--- src/rtl/game_pkg.sv ---
// Shared definitions for the maze game controller: state codes, key codes,
// point values and the per-state status flag decode.
package game_pkg;

  localparam int unsigned COORD_W = 10;

  typedef enum logic [3:0] {
    ST_RESTART   = 4'd0,
    ST_IDLE      = 4'd1,
    ST_RUN       = 4'd2,
    ST_PAUSED    = 4'd3,
    ST_LIFE_LOST = 4'd4,
    ST_RESPAWN   = 4'd5,
    ST_GAME_OVER = 4'd6,
    ST_GAME_WON  = 4'd7
  } state_e;

  localparam logic [7:0] KEY_START = 8'h28;
  localparam logic [7:0] KEY_PAUSE = 8'h13;

  localparam int unsigned DEF_FRUIT_PTS = 50;
  localparam int unsigned GHOST_PTS     = 200;
  localparam int unsigned FRIGHT_FRAMES = 360;

  typedef struct packed {
    logic win;
    logic lose;
    logic pause;
    logic life_down;
  } flags_t;

  // Status flags implied by a state.
  function automatic flags_t state_flags(input state_e s);
    flags_t f;
    f = '0;
    case (s)
      ST_IDLE, ST_PAUSED:       f.pause = 1'b1;
      ST_LIFE_LOST, ST_RESPAWN: f.life_down = 1'b1;
      ST_GAME_OVER: begin
        f.lose  = 1'b1;
        f.pause = 1'b1;
      end
      ST_GAME_WON: begin
        f.win   = 1'b1;
        f.pause = 1'b1;
      end
      default: ;
    endcase
    return f;
  endfunction

endpackage

--- src/rtl/box_overlap.sv ---
// Axis-aligned box overlap test between two centred boxes.
// Ports: a_*_i / b_*_i centre and half-extent of each box,
//        hit_c_o combinational overlap result.
module box_overlap
  import game_pkg::*;
#(
  parameter int unsigned TOL = 2
) (
  input  logic [COORD_W-1:0] a_x_i,
  input  logic [COORD_W-1:0] a_y_i,
  input  logic [COORD_W-1:0] a_size_i,
  input  logic [COORD_W-1:0] b_x_i,
  input  logic [COORD_W-1:0] b_y_i,
  input  logic [COORD_W-1:0] b_size_i,
  output logic               hit_c_o
);

  localparam int unsigned MAG_W = COORD_W + 1;
  // Limit gets one extra bit so size+size+tolerance can never wrap.
  localparam int unsigned LIM_W = COORD_W + 2;

  logic [MAG_W-1:0] dx;
  logic [MAG_W-1:0] dy;
  logic [LIM_W-1:0] lim;

  // Absolute distances and overlap limit.
  always_comb begin
    dx = (a_x_i >= b_x_i) ? (MAG_W'(a_x_i) - MAG_W'(b_x_i))
                          : (MAG_W'(b_x_i) - MAG_W'(a_x_i));
    dy = (a_y_i >= b_y_i) ? (MAG_W'(a_y_i) - MAG_W'(b_y_i))
                          : (MAG_W'(b_y_i) - MAG_W'(a_y_i));
    lim = LIM_W'(a_size_i) + LIM_W'(b_size_i) + LIM_W'(TOL);
    hit_c_o = (LIM_W'(dx) <= lim) && (LIM_W'(dy) <= lim);
  end

endmodule

--- src/rtl/game_ctrl.sv ---
// Game flow controller: start/pause handling, ghost collisions, lives,
// fruit pickups with saturating score, respawn hold.
// Ports: Clk/Reset (async, active high); keycode, frame_tick, time_up,
//        dots_clear, PacMan/ghost/fruit geometry in; state, status flags,
//        lives, score, fruits_eaten out; ghost_hit is the live overlap vector.
// Optional GAME_CTRL_POWER_EN: adds power_pellet in / ghost_eaten out; a
//        pellet opens a frightened window in which ghosts are eaten for points.
module game_ctrl
  import game_pkg::*;
#(
  parameter int unsigned NUM_GHOSTS  = 4,
  parameter int unsigned NUM_FRUITS  = 4,
  parameter int unsigned START_LIVES = 3,
  parameter int unsigned HIT_TOL     = 2,
  parameter int unsigned SCORE_W     = 16,
  parameter int unsigned FRUIT_PTS   = DEF_FRUIT_PTS,
  parameter int unsigned HOLD_FRAMES = 60
) (
  input  logic                          Clk,
  input  logic                          Reset,
  input  logic [7:0]                    keycode,
  input  logic                          frame_tick,
  input  logic                          time_up,
  input  logic                          dots_clear,
  input  logic [COORD_W-1:0]            pX,
  input  logic [COORD_W-1:0]            pY,
  input  logic [COORD_W-1:0]            pSize,
  input  logic [COORD_W-1:0]            gSize,
  input  logic [COORD_W-1:0]            fSize,
  input  logic [COORD_W*NUM_GHOSTS-1:0] gX,
  input  logic [COORD_W*NUM_GHOSTS-1:0] gY,
  input  logic [COORD_W*NUM_FRUITS-1:0] fX,
  input  logic [COORD_W*NUM_FRUITS-1:0] fY,
`ifdef GAME_CTRL_POWER_EN
  input  logic                          power_pellet,
  output logic [NUM_GHOSTS-1:0]         ghost_eaten,
`endif
  output logic [3:0]                    state,
  output logic                          win,
  output logic                          lose,
  output logic                          pause,
  output logic                          lifeDown,
  output logic [3:0]                    lives,
  output logic [SCORE_W-1:0]            score,
  output logic [NUM_FRUITS-1:0]         fruits_eaten,
  output logic [NUM_GHOSTS-1:0]         ghost_hit
);

  localparam int unsigned HOLD_W = (HOLD_FRAMES < 1) ? 1 : $clog2(HOLD_FRAMES + 1);
  localparam logic [HOLD_W-1:0] HOLD_MAX = HOLD_W'(HOLD_FRAMES);
  localparam int unsigned SUM_W = SCORE_W + 32;
  localparam logic [SCORE_W-1:0] SCORE_MAX = '1;

  state_e                state_q, state_d;
  logic [3:0]            lives_q, lives_d;
  logic [SCORE_W-1:0]    score_q, score_d;
  logic [SCORE_W-1:0]    score_acc;
  logic [NUM_FRUITS-1:0] fruits_q, fruits_d;
  logic [HOLD_W-1:0]     hold_q, hold_d;
  logic                  key_q;
  flags_t                flags_q;

  logic                  key_pause_c;
  logic                  pause_edge_c;
  logic                  lethal_c;
  logic [NUM_FRUITS-1:0] fruit_hit;

`ifdef GAME_CTRL_POWER_EN
  localparam int unsigned FRIGHT_W = $clog2(FRIGHT_FRAMES + 1);
  logic [FRIGHT_W-1:0]   fright_q, fright_d;
  logic [NUM_GHOSTS-1:0] eaten_q, eaten_d;
`endif

  // Adds points, clamping at all-ones instead of wrapping.
  function automatic logic [SCORE_W-1:0] sat_add(input logic [SCORE_W-1:0] a,
                                                 input int unsigned b);
    logic [SUM_W-1:0] sum;
    sum = SUM_W'(a) + SUM_W'(b);
    if (sum > SUM_W'(SCORE_MAX)) return SCORE_MAX;
    return SCORE_W'(sum);
  endfunction

  // One overlap checker per ghost.
  for (genvar gi = 0; gi < NUM_GHOSTS; gi++) begin : g_ghost
    box_overlap #(.TOL(HIT_TOL)) u_ovl (
      .a_x_i   (pX),
      .a_y_i   (pY),
      .a_size_i(pSize),
      .b_x_i   (gX[COORD_W*gi +: COORD_W]),
      .b_y_i   (gY[COORD_W*gi +: COORD_W]),
      .b_size_i(gSize),
      .hit_c_o (ghost_hit[gi])
    );
  end

  // One overlap checker per fruit.
  for (genvar fi = 0; fi < NUM_FRUITS; fi++) begin : g_fruit
    box_overlap #(.TOL(HIT_TOL)) u_ovl (
      .a_x_i   (pX),
      .a_y_i   (pY),
      .a_size_i(pSize),
      .b_x_i   (fX[COORD_W*fi +: COORD_W]),
      .b_y_i   (fY[COORD_W*fi +: COORD_W]),
      .b_size_i(fSize),
      .hit_c_o (fruit_hit[fi])
    );
  end

  // Pause acts only on the cycle the key code first becomes the pause code.
  assign key_pause_c  = (keycode == KEY_PAUSE);
  assign pause_edge_c = key_pause_c & ~key_q;

`ifdef GAME_CTRL_POWER_EN
  // While frightened, touching a ghost eats it rather than costing a life.
  assign lethal_c = (|ghost_hit) && (fright_q == '0);
`else
  assign lethal_c = |ghost_hit;
`endif

  // Next-state and datapath updates.
  always_comb begin
    state_d   = state_q;
    lives_d   = lives_q;
    score_d   = score_q;
    score_acc = score_q;
    fruits_d  = fruits_q;
    hold_d    = '0;
`ifdef GAME_CTRL_POWER_EN
    fright_d = fright_q;
    eaten_d  = eaten_q;
    if (power_pellet) begin
      fright_d = FRIGHT_W'(FRIGHT_FRAMES);
    end else if (frame_tick && (fright_q != '0)) begin
      fright_d = fright_q - FRIGHT_W'(1);
    end
    if (fright_q == '0) eaten_d = '0;
`endif

    case (state_q)
      ST_RESTART: begin
        lives_d  = 4'(START_LIVES);
        score_d  = '0;
        fruits_d = '0;
`ifdef GAME_CTRL_POWER_EN
        fright_d = '0;
        eaten_d  = '0;
`endif
        state_d  = ST_IDLE;
      end

      ST_IDLE: begin
        if (keycode == KEY_START) state_d = ST_RUN;
      end

      ST_RUN: begin
        if (time_up)           state_d = ST_GAME_OVER;
        else if (dots_clear)   state_d = ST_GAME_WON;
        else if (lethal_c)     state_d = ST_LIFE_LOST;
        else if (pause_edge_c) state_d = ST_PAUSED;

        // A lethal ghost touch pre-empts any pickup in the same cycle.
        if (!lethal_c) begin
          for (int j = 0; j < NUM_FRUITS; j++) begin
            if (fruit_hit[j] && !fruits_q[j]) begin
              fruits_d[j] = 1'b1;
              score_acc   = sat_add(score_acc, FRUIT_PTS);
            end
          end
        end
`ifdef GAME_CTRL_POWER_EN
        if (fright_q != '0) begin
          for (int i = 0; i < NUM_GHOSTS; i++) begin
            if (ghost_hit[i] && !eaten_q[i]) begin
              eaten_d[i] = 1'b1;
              score_acc  = sat_add(score_acc, GHOST_PTS);
            end
          end
        end
`endif
        score_d = score_acc;
      end

      ST_PAUSED: begin
        if (pause_edge_c) state_d = ST_RUN;
      end

      ST_LIFE_LOST: begin
        lives_d = (lives_q != 4'd0) ? (lives_q - 4'd1) : 4'd0;
        state_d = (lives_q <= 4'd1) ? ST_GAME_OVER : ST_RESPAWN;
      end

      // Hold for a fixed number of frames, then wait for a clear spawn point.
      ST_RESPAWN: begin
        hold_d = hold_q;
        if (hold_q >= HOLD_MAX) begin
          if (ghost_hit == '0) begin
            state_d = ST_RUN;
            hold_d  = '0;
          end
        end else if (frame_tick) begin
          hold_d = hold_q + HOLD_W'(1);
        end
      end

      ST_GAME_OVER, ST_GAME_WON: begin
        if (keycode == KEY_START) state_d = ST_RESTART;
      end

      default: state_d = ST_RESTART;
    endcase
  end

  // State and datapath registers; flags are decoded from the next state so
  // they line up with the state output.
  always_ff @(posedge Clk or posedge Reset) begin
    if (Reset) begin
      state_q  <= ST_RESTART;
      lives_q  <= 4'(START_LIVES);
      score_q  <= '0;
      fruits_q <= '0;
      hold_q   <= '0;
      key_q    <= 1'b0;
      flags_q  <= '0;
`ifdef GAME_CTRL_POWER_EN
      fright_q <= '0;
      eaten_q  <= '0;
`endif
    end else begin
      state_q  <= state_d;
      lives_q  <= lives_d;
      score_q  <= score_d;
      fruits_q <= fruits_d;
      hold_q   <= hold_d;
      key_q    <= key_pause_c;
      flags_q  <= state_flags(state_d);
`ifdef GAME_CTRL_POWER_EN
      fright_q <= fright_d;
      eaten_q  <= eaten_d;
`endif
    end
  end

  assign state        = state_q;
  assign win          = flags_q.win;
  assign lose         = flags_q.lose;
  assign pause        = flags_q.pause;
  assign lifeDown     = flags_q.life_down;
  assign lives        = lives_q;
  assign score        = score_q;
  assign fruits_eaten = fruits_q;
`ifdef GAME_CTRL_POWER_EN
  assign ghost_eaten  = eaten_q;
`endif

endmodule

--- config.mk ---
export PLATFORM = sky130hd
export DESIGN_NAME = game_ctrl
export DESIGN_NICKNAME = d
export VERILOG_FILES = /design/src/rtl/game_pkg.sv /design/src/rtl/box_overlap.sv /design/src/rtl/game_ctrl.sv
export SDC_FILE = /design/constraint.sdc
export NUM_CORES = 1
export LEC_CHECK = 0
export ABC_CLOCK_PERIOD_IN_PS = 11800
export CAP_MARGIN = 10
export CORE_MARGIN = 1.5
export CORE_UTILIZATION = 60
export DETAILED_ROUTE_END_ITERATION = 8
export PLACE_DENSITY = 0.81
export SLEW_MARGIN = 20
export SYNTH_ARGS = -nofsm -noshare
export SYNTH_HDL_FRONTEND = slang
export SYNTH_SLANG_ARGS = --single-unit
--- constraint.sdc ---
create_clock -name Clk -period 11.8 [get_ports Clk]
set_clock_uncertainty 0.2 [all_clocks]
set_input_delay 2.36 -clock Clk [delete_from_list [all_inputs] [get_ports Clk]]
set_output_delay 2.36 -clock Clk [all_outputs]
set_load 0.01 [all_outputs]
== Word-level counts from Yosys, hierarchy flattened ==
Cells that the tools add are included.

* Register bits after elaboration: 39
* Input bits: 223
* Output and inout port bits: 36
* Word-level logic and storage cells: 227

* Add/sub/neg operators: 42
* Order comparisons: 38
* Eq/ne operators: 22
* Muxes and demuxes: 79
* Bitwise operators: 2
* Reductions and logical operators: 31

{| class="wikitable"
|+ Operator list
! kind !! count
|-
| subtractor 10 x 10 -> 11 bit || 32
|-
| 2-to-1 mux 16 bit || 19
|-
| <= comparator 11 x 12 -> 1 bit || 16
|-
| 2-to-1 mux 11 bit || 16
|-
| greater-or-equal comparator 10 bit || 16
|-
| adder 16 x 6 -> 17 bit, second input constant || 4
|-
| > comparator 17 x 16 -> 1 bit, second input constant || 4
|-
| 2-to-1 mux 4 bit || 11
|-
| equality test 4 x 3 -> 1 bit, second input constant || 8
|-
| one-hot mux 16 bit (2 select lines) || 1
|-
| one-hot mux 4 bit (7 select lines) || 1
|-
| adder 12 x 2 -> 12 bit, second input constant || 2
|-
| 2-to-1 mux 1 bit || 24
|-
| 2-to-1 mux 6 bit || 4
|-
| adder 10 x 10 -> 11 bit || 2
|-
| one-hot mux 4 bit (2 select lines) || 2
|-
| equality test 4 x 2 -> 1 bit, second input constant || 3
|-
| logical AND 1 bit || 12
|-
| AND reduction 3 bit || 4
|-
| inequality test 2 bit, second input constant || 5
|-
| equality test 4 x 1 -> 1 bit, second input constant || 2
|-
| equality test 8 x 5 -> 1 bit, second input constant || 1
|-
| equality test 8 x 6 -> 1 bit, second input constant || 1
|-
| logical NOT 4 bit || 2
|-
| 14 further kinds || 22
|}

== Longest topological paths before layout ==
Gate-level depths: netlist (run 1).

* Depth in word-level cells: 42
* Gate-level depth with buffers: 56
* Gate-level depth less buffers: 54

== By module ==
Synthesis (run 1) repeated with hierarchy kept, for this count alone.

* Cell total of the unflattened synthesis: 3,898
* Area total of the unflattened synthesis: 28,770.1 um^2

{| class="wikitable"
|+ By module, submodules not included
! module !! times used !! cells an instance !! area an instance (um^2) !! sequential area each (um^2)
|-
| box_overlap (g_fruit[2].u_ovl ...) || 4 || 400 || 2,970.3 || 0.0
|-
| box_overlap (g_fruit[0].u_ovl ...) || 2 || 402 || 2,901.5 || 0.0
|-
| game_ctrl || 1 || 709 || 5,260.0 || 978.4
|-
| box_overlap (g_ghost[0].u_ovl) || 1 || 394 || 2,937.8 || 0.0
|-
| box_overlap (g_fruit[3].u_ovl) || 1 || 391 || 2,887.8 || 0.0
|}

== Worst setup path before layout (run 1) ==
OpenSTA, ideal clock, no wires.

* Kind: input port to flip-flop
* From: input pY[1]
* To: register score_q[2] (netlist: score[2])
* Library setup time: 0.087 ns
* Arrival time: 12.815 ns
* Required time: 11.513 ns
* Setup slack: -1.302 ns
* Cell stages on the path: 53
* Cells stage by stage: inv_1 -> ha_1 -> nand3b_1 -> a21oi_1 -> o2111ai_1 -> o211ai_1 -> clkbuf_1 -> mux2_2 -> o21ai_0 -> a21oi_1 -> o21ai_0 -> xor2_1 -> ha_1 -> nand2_1 -> nor2_1 -> nand3_1 -> o21ai_0 -> a31oi_1 -> (+17 left out) -> a21oi_2 -> a211oi_2 -> nor2_1 -> nor4b_2 -> o2111ai_2 -> nor4_4 -> nor2_1 -> mux2_4 -> inv_1 -> ha_1 -> inv_1 -> or2_2 -> and3_1 -> a311oi_1 -> a41oi_1 -> o21ai_0 -> o311ai_1 -> a22oi_1

* Word-level cells in the longest chain between the ends: 38
* Elaborated cells between the ends (all ways): 88
* Classes of those cells: 19 x add/sub; 19 x order compare; 1 x eq/ne; 35 x mux; 14 x reduce/logical

{| class="wikitable"
|+ Ends and longest elaborated chain
! item !! line !! RTL
|-
| from (decl) || game_ctrl.sv:26 || <nowiki>input logic [COORD_W-1:0] pY,</nowiki>
|-
| subtractor 10 x 10 -> 11 bit (tied with other cells) || box_overlap.sv:31 || <nowiki>: (MAG_W'(b_y_i) - MAG_W'(a_y_i));</nowiki>
|-
| 2-to-1 mux 11 bit || box_overlap.sv:30 || <nowiki>dy = (a_y_i >= b_y_i) ? (MAG_W'(a_y_i) - MAG_W'(b_y_i))</nowiki>
|-
| <= comparator 11 x 12 -> 1 bit || box_overlap.sv:33 || <nowiki>hit_c_o = (LIM_W'(dx) <= lim) && (LIM_W'(dy) <= lim);</nowiki>
|-
| logical AND 1 bit || box_overlap.sv:33 ||
|-
| logical AND 1 bit || game_ctrl.sv:164 || <nowiki>if (fruit_hit[j] && !fruits_q[j]) begin</nowiki>
|-
| 2-to-1 mux 16 bit || game_ctrl.sv:164 ||
|-
| 2-to-1 mux 16 bit || game_ctrl.sv:162 || <nowiki>if (!lethal_c) begin</nowiki>
|-
| 2-to-1 mux 16 bit || game_ctrl.sv:139 || <nowiki>case (state_q)</nowiki>
|-
| (+22 left out) || - ||
|-
| 2-to-1 mux 1 bit || game_ctrl.sv:79 || <nowiki>if (sum > SUM_W'(SCORE_MAX)) return SCORE_MAX;</nowiki>
|-
| 2-to-1 mux 1 bit || game_ctrl.sv:164 ||
|-
| 2-to-1 mux 1 bit || game_ctrl.sv:162 ||
|-
| 2-to-1 mux 1 bit || game_ctrl.sv:139 ||
|-
| 2-to-1 mux 16 bit || game_ctrl.sv:80 || <nowiki>return SCORE_W'(sum);</nowiki>
|-
| 2-to-1 mux 16 bit || game_ctrl.sv:164 ||
|-
| 2-to-1 mux 16 bit || game_ctrl.sv:162 ||
|-
| one-hot mux 16 bit (2 select lines) || game_ctrl.sv:139 ||
|-
| to (signal assigned) || game_ctrl.sv:231 || <nowiki>score_q <= score_d;</nowiki>
|-
| to (decl) || game_ctrl.sv:56 || <nowiki>logic [SCORE_W-1:0] score_q, score_d;</nowiki>
|}

Several ways; a longest one is shown, not always the timed one. The select of a mux whose other input is x is not followed.
A chain may end at the register's enable or synchronous reset.

== Worst setup path after layout (run 1) ==
* From: input fSize[0]
* To: register score_q[2] (netlist: score[2])

* Word-level cells in the longest chain between the ends: 38
* Elaborated cells between the ends (all ways): 51
* Classes of those cells: 5 x add/sub; 11 x order compare; 27 x mux; 8 x reduce/logical

{| class="wikitable"
|+ Ends and longest elaborated chain
! item !! line !! RTL
|-
| from (decl) || game_ctrl.sv:29 || <nowiki>input logic [COORD_W-1:0] fSize,</nowiki>
|-
| adder 10 x 10 -> 11 bit (*) || box_overlap.sv:32 || <nowiki>lim = LIM_W'(a_size_i) + LIM_W'(b_size_i) + LIM_W'(TOL);</nowiki>
|-
| adder 12 x 2 -> 12 bit (*) || box_overlap.sv:32 ||
|-
| <= comparator 11 x 12 -> 1 bit || box_overlap.sv:33 ||
|-
| logical AND 1 bit || box_overlap.sv:33 ||
|-
| logical AND 1 bit || game_ctrl.sv:164 ||
|-
| 2-to-1 mux 16 bit || game_ctrl.sv:164 ||
|-
| 2-to-1 mux 16 bit || game_ctrl.sv:162 ||
|-
| 2-to-1 mux 16 bit || game_ctrl.sv:139 ||
|-
| (+22 left out) || - ||
|-
| 2-to-1 mux 1 bit || game_ctrl.sv:79 ||
|-
| 2-to-1 mux 1 bit || game_ctrl.sv:164 ||
|-
| 2-to-1 mux 1 bit || game_ctrl.sv:162 ||
|-
| 2-to-1 mux 1 bit || game_ctrl.sv:139 ||
|-
| 2-to-1 mux 16 bit || game_ctrl.sv:80 ||
|-
| 2-to-1 mux 16 bit (*) || game_ctrl.sv:164 ||
|-
| 2-to-1 mux 16 bit (*) || game_ctrl.sv:162 ||
|-
| one-hot mux 16 bit (2 select lines) (*) || game_ctrl.sv:139 ||
|}

Mark *: on every way between the ends. The rest lies on a longest branch, timed or not. The select of a mux whose other input is x is not followed.

==> flow_summary.yaml, run 1 <==
drt:
  vias: 27916
  firstDrtPassIters: 8
  wl_per_cell_um: 21.9
  drtIter0Drc: 2498
  drc: 0
  ant_nets: 0
  vias_per_cell: 6.55
  drt-total-wl_um: 93200
yosys:
  ys_ff_latch: 39
  yosysWarnings: 0
  synth_edf_count: 0
  synth_area_sq_mm: 0.0237
  yosysTopAreaCellShare_pct: 27.4
  synth_fp_nets: 3946
  async_reset_ff_share_pct: 100
  synthCells: 3170
  yosys-top-cells-count: "519 x ha_1, 308 x inv_1, 286 x a21oi_1"
  synth.most_common_cell: "ha_1"
  postSynthAreaPerCell_sq_um: 7.48
  ys_types: 108
  ys_top_cells_by_area: "ha_1 27%, a21oi_1 6.0%, inv_1 4.9%, o21ai_0 4.2%, xnor2_1 4.1%"
  synthFlopType: "dfrtp_1"
  yosysSeqAreaShare_pct: 4.12
  yosysTopAreaCell: "ha_1"
cts:
  cts_buffers: 5
  clkSinkCount: 39
  htree_levels: 2
  clock_latency_ps: 290
  cts_root_buf: "clkbuf_16"
  clk_path_buf_depth: 2
  path_clk_slew_ps: 60
  cts_tree: "yes"
worst_hold_path:
  min-delay-path-class: "flip-flop to flip-flop"
cells_and_area:
  final_layout_size_suffix_gt1_share_pct: 19.2
  layout.nets: 4518
  fin_util_pct: 79.7
  area_growth_pct: 30.4
  fin_area_sq_mm: 0.0309
  fillerInstances: 2666
flow_run:
  drv_cap: 0
place:
  dpl_cell_area_sq_mm: 0.0293
  port_buffers: 258
  place_ws_ps: -918
  dpl.hpwl_um: 72900
  gp_congestion: 1.03
power_and_ir_drop:
  p_comb_share_pct: 90.8
  switching_share_pct: 51.9
  power_leakage_uw: 0.0149
  power.switching_uw: 1600
  clkPwrFrac_pct: 4.5
  p_per_area_mw_per_mm2: 99.4
  ir_worst_vdd_uv: 118
  pwr-share-seq_pct: 4.7
  p_int_uw: 1480
setup_path:
  rr_startpoint: "score[1]$_DFFE_PP0P_"
  crit_fanout: 5
  end_kind: "flip-flop"
  reg2reg_to: "score[2]$_DFFE_PP0P_"
  critPathLaunchType: "primary input"
  critical-path-slowest-cell: "or3_4"
  rrSetupSlack_ps: 2850
  cp.arrival_ps: 11760
  crit_start: "fSize[0]"
  crit_type: "primary input to flip-flop"
  ff2ff_path_depth: 37
  max_stage_delay_ps: 470
  crit_required_ps: 11810
  worstSetupEndpoint: "score[2]$_DFFE_PP0P_"
sta:
  setup_viol: 0
  drv_slew: 0
  slew_headroom_pct: 23.9
  worst_slack_ps: 52.3
  final_hold_viol_count: 0
  fmax_mhz: 85.1
  rsz0062_at_grt: "true"
  min_period_ps: 11750
  setup_tns_ps: 0
  hold_slack_ps: 332
  worst_pin_slew_ps: 1140
  fin_crit_sh_pct: 99.6
global_routing:
  grt.overflow.total: 0
  grt.total_usage_pct: 42.6
  grt_antenna_before_repair: 2
  grt_first_pass_wirelength_um: 141000
  grt_pass1_vias: 27539
  grt_max_degree: 40
floorplanning:
  start_util_pct: 61.1
  die_w_um: 202
  die-area_sq_mm: 0.0407
  coreArea_sq_mm: 0.0388
  fp.dieH_um: 202
  row_count: 72
  ios: 259
status:
  status: "complete, no violations"
how the worst min path moves through the flow:
stage                                from  cells after the start  slack, ps                     to
CTS                 hold_q[5]$_DFFE_PP0P_                      2        300  hold_q[5]$_DFFE_PP0P_
global route        hold_q[0]$_DFFE_PP0P_                      1        360  hold_q[0]$_DFFE_PP0P_
global placement    hold_q[5]$_DFFE_PP0P_                      2        280  hold_q[5]$_DFFE_PP0P_
floorplan           hold_q[5]$_DFFE_PP0P_                      2        260  hold_q[5]$_DFFE_PP0P_
finish              hold_q[5]$_DFFE_PP0P_                      2        330  hold_q[5]$_DFFE_PP0P_
detailed placement  hold_q[5]$_DFFE_PP0P_                      2        290  hold_q[5]$_DFFE_PP0P_
metal layers:
metal,up-vias,GRT usage [%],wire (um)
li1,12630,-,-
met1,13056,49.2,34600
met2,1676,73.5,43300
met3,554,5.22,7720
met4,0,29.2,7570
met5,-,0,0
timing repair:
action	4_1_cts	5_1_grt
cloned	1	0
pin swaps	75	99
endpoints found under the setup margin	18	20
hold buffers	0	0
resized for setup	143	169
endpoints found under the hold margin	0	0
setup buffers	36	27
through the flow:
stage,power [uW],cells
after floorplan,1710,3170
after global placement,2530,4189
after CTS,2880,4234
after global routing,3300,4263
final,3080,4263
after detailed placement,2630,4189
placed cells by master, fill, tap and decap left out, types with 26 or more instances in the layout:
cell             count
ha_1               476
buf_4              393
inv_1              289
a21oi_1            266
clkdlybuf4s50_1    203
nand2_1            202
o21ai_0            187
nor2_1             176
a21o_1             111
xnor2_1            105
nor2b_1             95
mux2i_1             83
nand3_1             71
nand4_1             70
xor2_1              59
nor3_1              56
nand2b_1            53
mux2_2              47
dfrtp_1             37
ha_4                35
fa_1                33
o21a_1              32
o21bai_1            32
a31oi_1             28
a211o_1             26
power by group through the flow:
stage	Sequential (uW)	Clock (uW)	Combinational, uW
6_report	144	138	2790
5_1_grt	144	143	3010
4_1_cts	144	138	2600
3_5_place_dp	146	0	2480
3_3_place_gp	146	0	2380
2_1_floorplan	143	0	1560
cell type report:
cell class | count | area (sq um) | area share, %
tap | 518 | 648 | 2.10
timing repair buffer | 665 | 5660 | 18.3
sequential | 39 | 978 | 3.16
inverter | 309 | 1170 | 3.79
multi-input combinational | 2722 | 22300 | 72.2
clock buffer | 5 | 125 | 0.405
antenna | 2 | 5.00 | 0.0162
clock inverter | 3 | 20.0 | 0.0647
flip-flops by register name, summed over array words and instances (netlist names):
name	flops
fruits_eaten	4
hold_q	6
key_q	1
lifeDown	1
lives	4
lose	1
pause	1
score	16
state	4
win	1
critical path, delay by kind of cell:
family          cells  cell delay [ps]
compound gates     18             3360
simple gates       14             2600
fa+ha+maj           7             1510
buf+inv            11             1280
xor+xnor            2              330
mux                 1              290
cells by family (layout without fill, tap and decap cells):
family	count (synthesis)	in the layout	synth area share [%]
flops	39	39	4.12
buf+inv	409	982	6.67
xor+xnor	173	173	6.39
simple gates	865	865	18.8
compound gates	991	991	27.6
fa+ha+maj	553	553	30.2
other cells	1	3	0.0158
mux	139	139	6.18
Note: power is estimated with default switching activity, not from simulation.
==> run 2, diff against run 1 <==
Settings changed: CORE_UTILIZATION 60 to 47, PLACE_DENSITY 0.81 to 0.72.
==> run 2 against run 1 <==
Against the previous run: the flow now finishes with violations (negative setup slack); via count is 5.6% lower; sequential share of layout area hardly changed; sequential cell count stayed put; core utilization is 18 points lower; die area is 27% higher; hold slack worse by 30 ps; routed wire length is 6.3% lower; power is 4.8% lower; global-route usage is 10 points lower.
==> flow_summary.yaml, run 2 (synthesis results as in run 1) <==
sta:
  min_period_ps: 11880
  slew_headroom_pct: 51.9
  worst_slack_ps: -83.9
  final_hold_viol_count: 0
  setup_viol: 2
  rsz0062_at_grt: "true"
  fin_crit_sh_pct: 101
  fmax_mhz: 84.1
  worst_pin_slew_ps: 721
  drv_slew: 0
cts:
  clk_path_buf_depth: 2
  cts_buffers: 5
  clock_latency_ps: 280
  cts_root_buf: "clkbuf_16"
  clkSinkCount: 39
  path_clk_slew_ps: 60
  cts_tree: "yes"
  htree_levels: 2
cells_and_area:
  layout_common_cells: "498 x ha_1, 380 x buf_4, 301 x inv_1"
  n_antenna_cell: 0
  final_layout_size_suffix_gt1_share_pct: 17.4
  final_common_cell: "ha_1"
  layout.nets: 4506
  fin_util_pct: 61.7
  area_growth_pct: 30.0
  largest_register_ffs: 16
  fin_area_sq_mm: 0.0308
  fillerInstances: 4572
power_and_ir_drop:
  p_per_area_mw_per_mm2: 94.9
  ir_worst_vdd_uv: 139
  p_total_uw: 2930
  power_leakage_uw: 0.0148
global_routing:
  grt_antenna_before_repair: 6
  grt_pass1_vias: 25031
  grt.overflow.total: 0
  grt_first_pass_wirelength_um: 133000
  grt.total_usage_pct: 32.5
  grt_max_degree: 40
place:
  dpl.hpwl_um: 70900
  gp_congestion: 1.00
  dpl_cell_area_sq_mm: 0.0297
  port_buffers: 258
  place_ws_ps: -692
worst_hold_path:
  min_to: "hold_q[5]$_DFFE_PP0P_"
  min-delay-start: "hold_q[5]$_DFFE_PP0P_"
  holdPathStages: 2
  min-delay-path-class: "flip-flop to flip-flop"
setup_path:
  end_kind: "flip-flop"
  rrSetupSlack_ps: 2860
  crit_path_frequent_cell: "ha_4"
  crit_type: "primary input to flip-flop"
  critical-path-slowest-cell: "or4_4"
  reg2reg_to: "score[2]$_DFFE_PP0P_"
  crit_fanout: 5
  max_stage_delay_ps: 580
  ff2ff_path_depth: 38
  cp.arrival_ps: 11880
  cp_top_family: "simple AND/OR/NAND/NOR gates"
  critPathLaunchType: "primary input"
  crit_required_ps: 11800
  rr_startpoint: "score[1]$_DFFE_PP0P_"
  cp.depth: 51
  crit_buf_inv: 8
drt:
  firstDrtPassIters: 6
  wl_per_cell_um: 19.8
  vias_per_cell: 5.98
  drtIter0Drc: 1843
  vias: 26347
  drc: 0
  ant_nets: 0
  drt-total-wl_um: 87300
floorplanning:
  die-area_sq_mm: 0.0518
  ios: 259
  start_util_pct: 47.5
  die_w_um: 228
  fp.dieH_um: 228
  row_count: 82
  coreArea_sq_mm: 0.0500
status:
  status: "complete, but fails checks"
  failed_checks: "negative setup slack"
flow_run:
  drv_cap: 0
## run 2: cell count changes in the layout (fill, tap and decap cells not counted), moves of 3 or more
| cell | before | now |
|---|---|---|
| clkbuf_2 | 14 | 6 |
| inv_1 | 289 | 301 |
| ha_1 | 476 | 498 |
| dlygate4sd2_1 | 11 | 3 |
| clkdlybuf4s50_1 | 203 | 230 |
| buf_6 | 16 | 11 |
| a21oi_1 | 266 | 270 |
| ha_4 | 35 | 17 |
| buf_4 | 393 | 380 |
| inv_2 | 15 | 4 |
| mux2i_1 | 83 | 79 |
| a21oi_2 | 18 | 15 |
| ha_2 | 8 | 4 |
## run 2: worst max path at each step
stage / slack (ps) / from / to
floorplan: -150 / pY[1] / score[2]$_DFFE_PP0P_
global placement: -510 / pY[2] / score[2]$_DFFE_PP0P_
detailed placement: -690 / pY[2] / score[2]$_DFFE_PP0P_
CTS: 5 / fY[4] / score[2]$_DFFE_PP0P_
global route: -550 / pY[3] / score[2]$_DFFE_PP0P_
finish: -80 / fSize[0] / score[2]$_DFFE_PP0P_
## run 2: per-stage QoR
step           hold slack, ps  setup TNS [ps]  cells
6_report                  302            -136   4403
3_5_place_dp              292           -5530   4364
2_1_floorplan             263            -494   3170
3_3_place_gp              282           -3830   4364
4_1_cts                   305               0   4380
5_1_grt                   365           -3650   4403
## run 2: timing repair
action	4_1_cts	5_1_grt
pin swaps	13	38
gates cloned	1	1
endpoints found under the setup margin	11	20
buffers inserted	7	22
hold buffers	0	0
gates resized for setup	35	152
## run 2: power by group
| part | total, uW | internal, uW | switching (uW) | leakage, uW |
|---|---|---|---|---|
| clock | 143 | 90.0 | 52.6 | 0.0000772 |
| sequential | 144 | 137 | 7.64 | 0.000523 |
| combinational | 2640 | 1210 | 1430 | 0.0142 |
| total | 2930 | 1430 | 1490 | 0.0148 |
## run 2: final cells by class
cell class / instances / area, sq um / area share, %
Sequential cell: 39 / 978 / 3.17
Inverter: 309 / 1170 / 3.79
Multi-Input combinational cell: 2722 / 22100 / 71.6
Clock buffer: 8 / 156 / 0.507
Tap cell: 672 / 841 / 2.73
Timing Repair Buffer: 653 / 5610 / 18.2
## run 2: worst register-to-register path, delay by kind of cell, from the launching register on
family	cells	cell delay (ps)
XOR/XNOR	2	220
multiplexers	1	280
buffers and inverters	4	410
AO/OA/AOI/OAI	15	3720
AND/OR/NAND/NOR	13	2790
adder cells (fa/ha/maj)	3	710
flip-flops	1	510
## run 2: metal layers
layer	vias to the layer above	part of all wire (%)	global-route usage (%)
li1	12627	-	-
met1	12338	42	41.3
met2	1088	45	55.2
met3	284	7.1	3.84
met4	10	5.2	14.1
met5	-	0.063	0
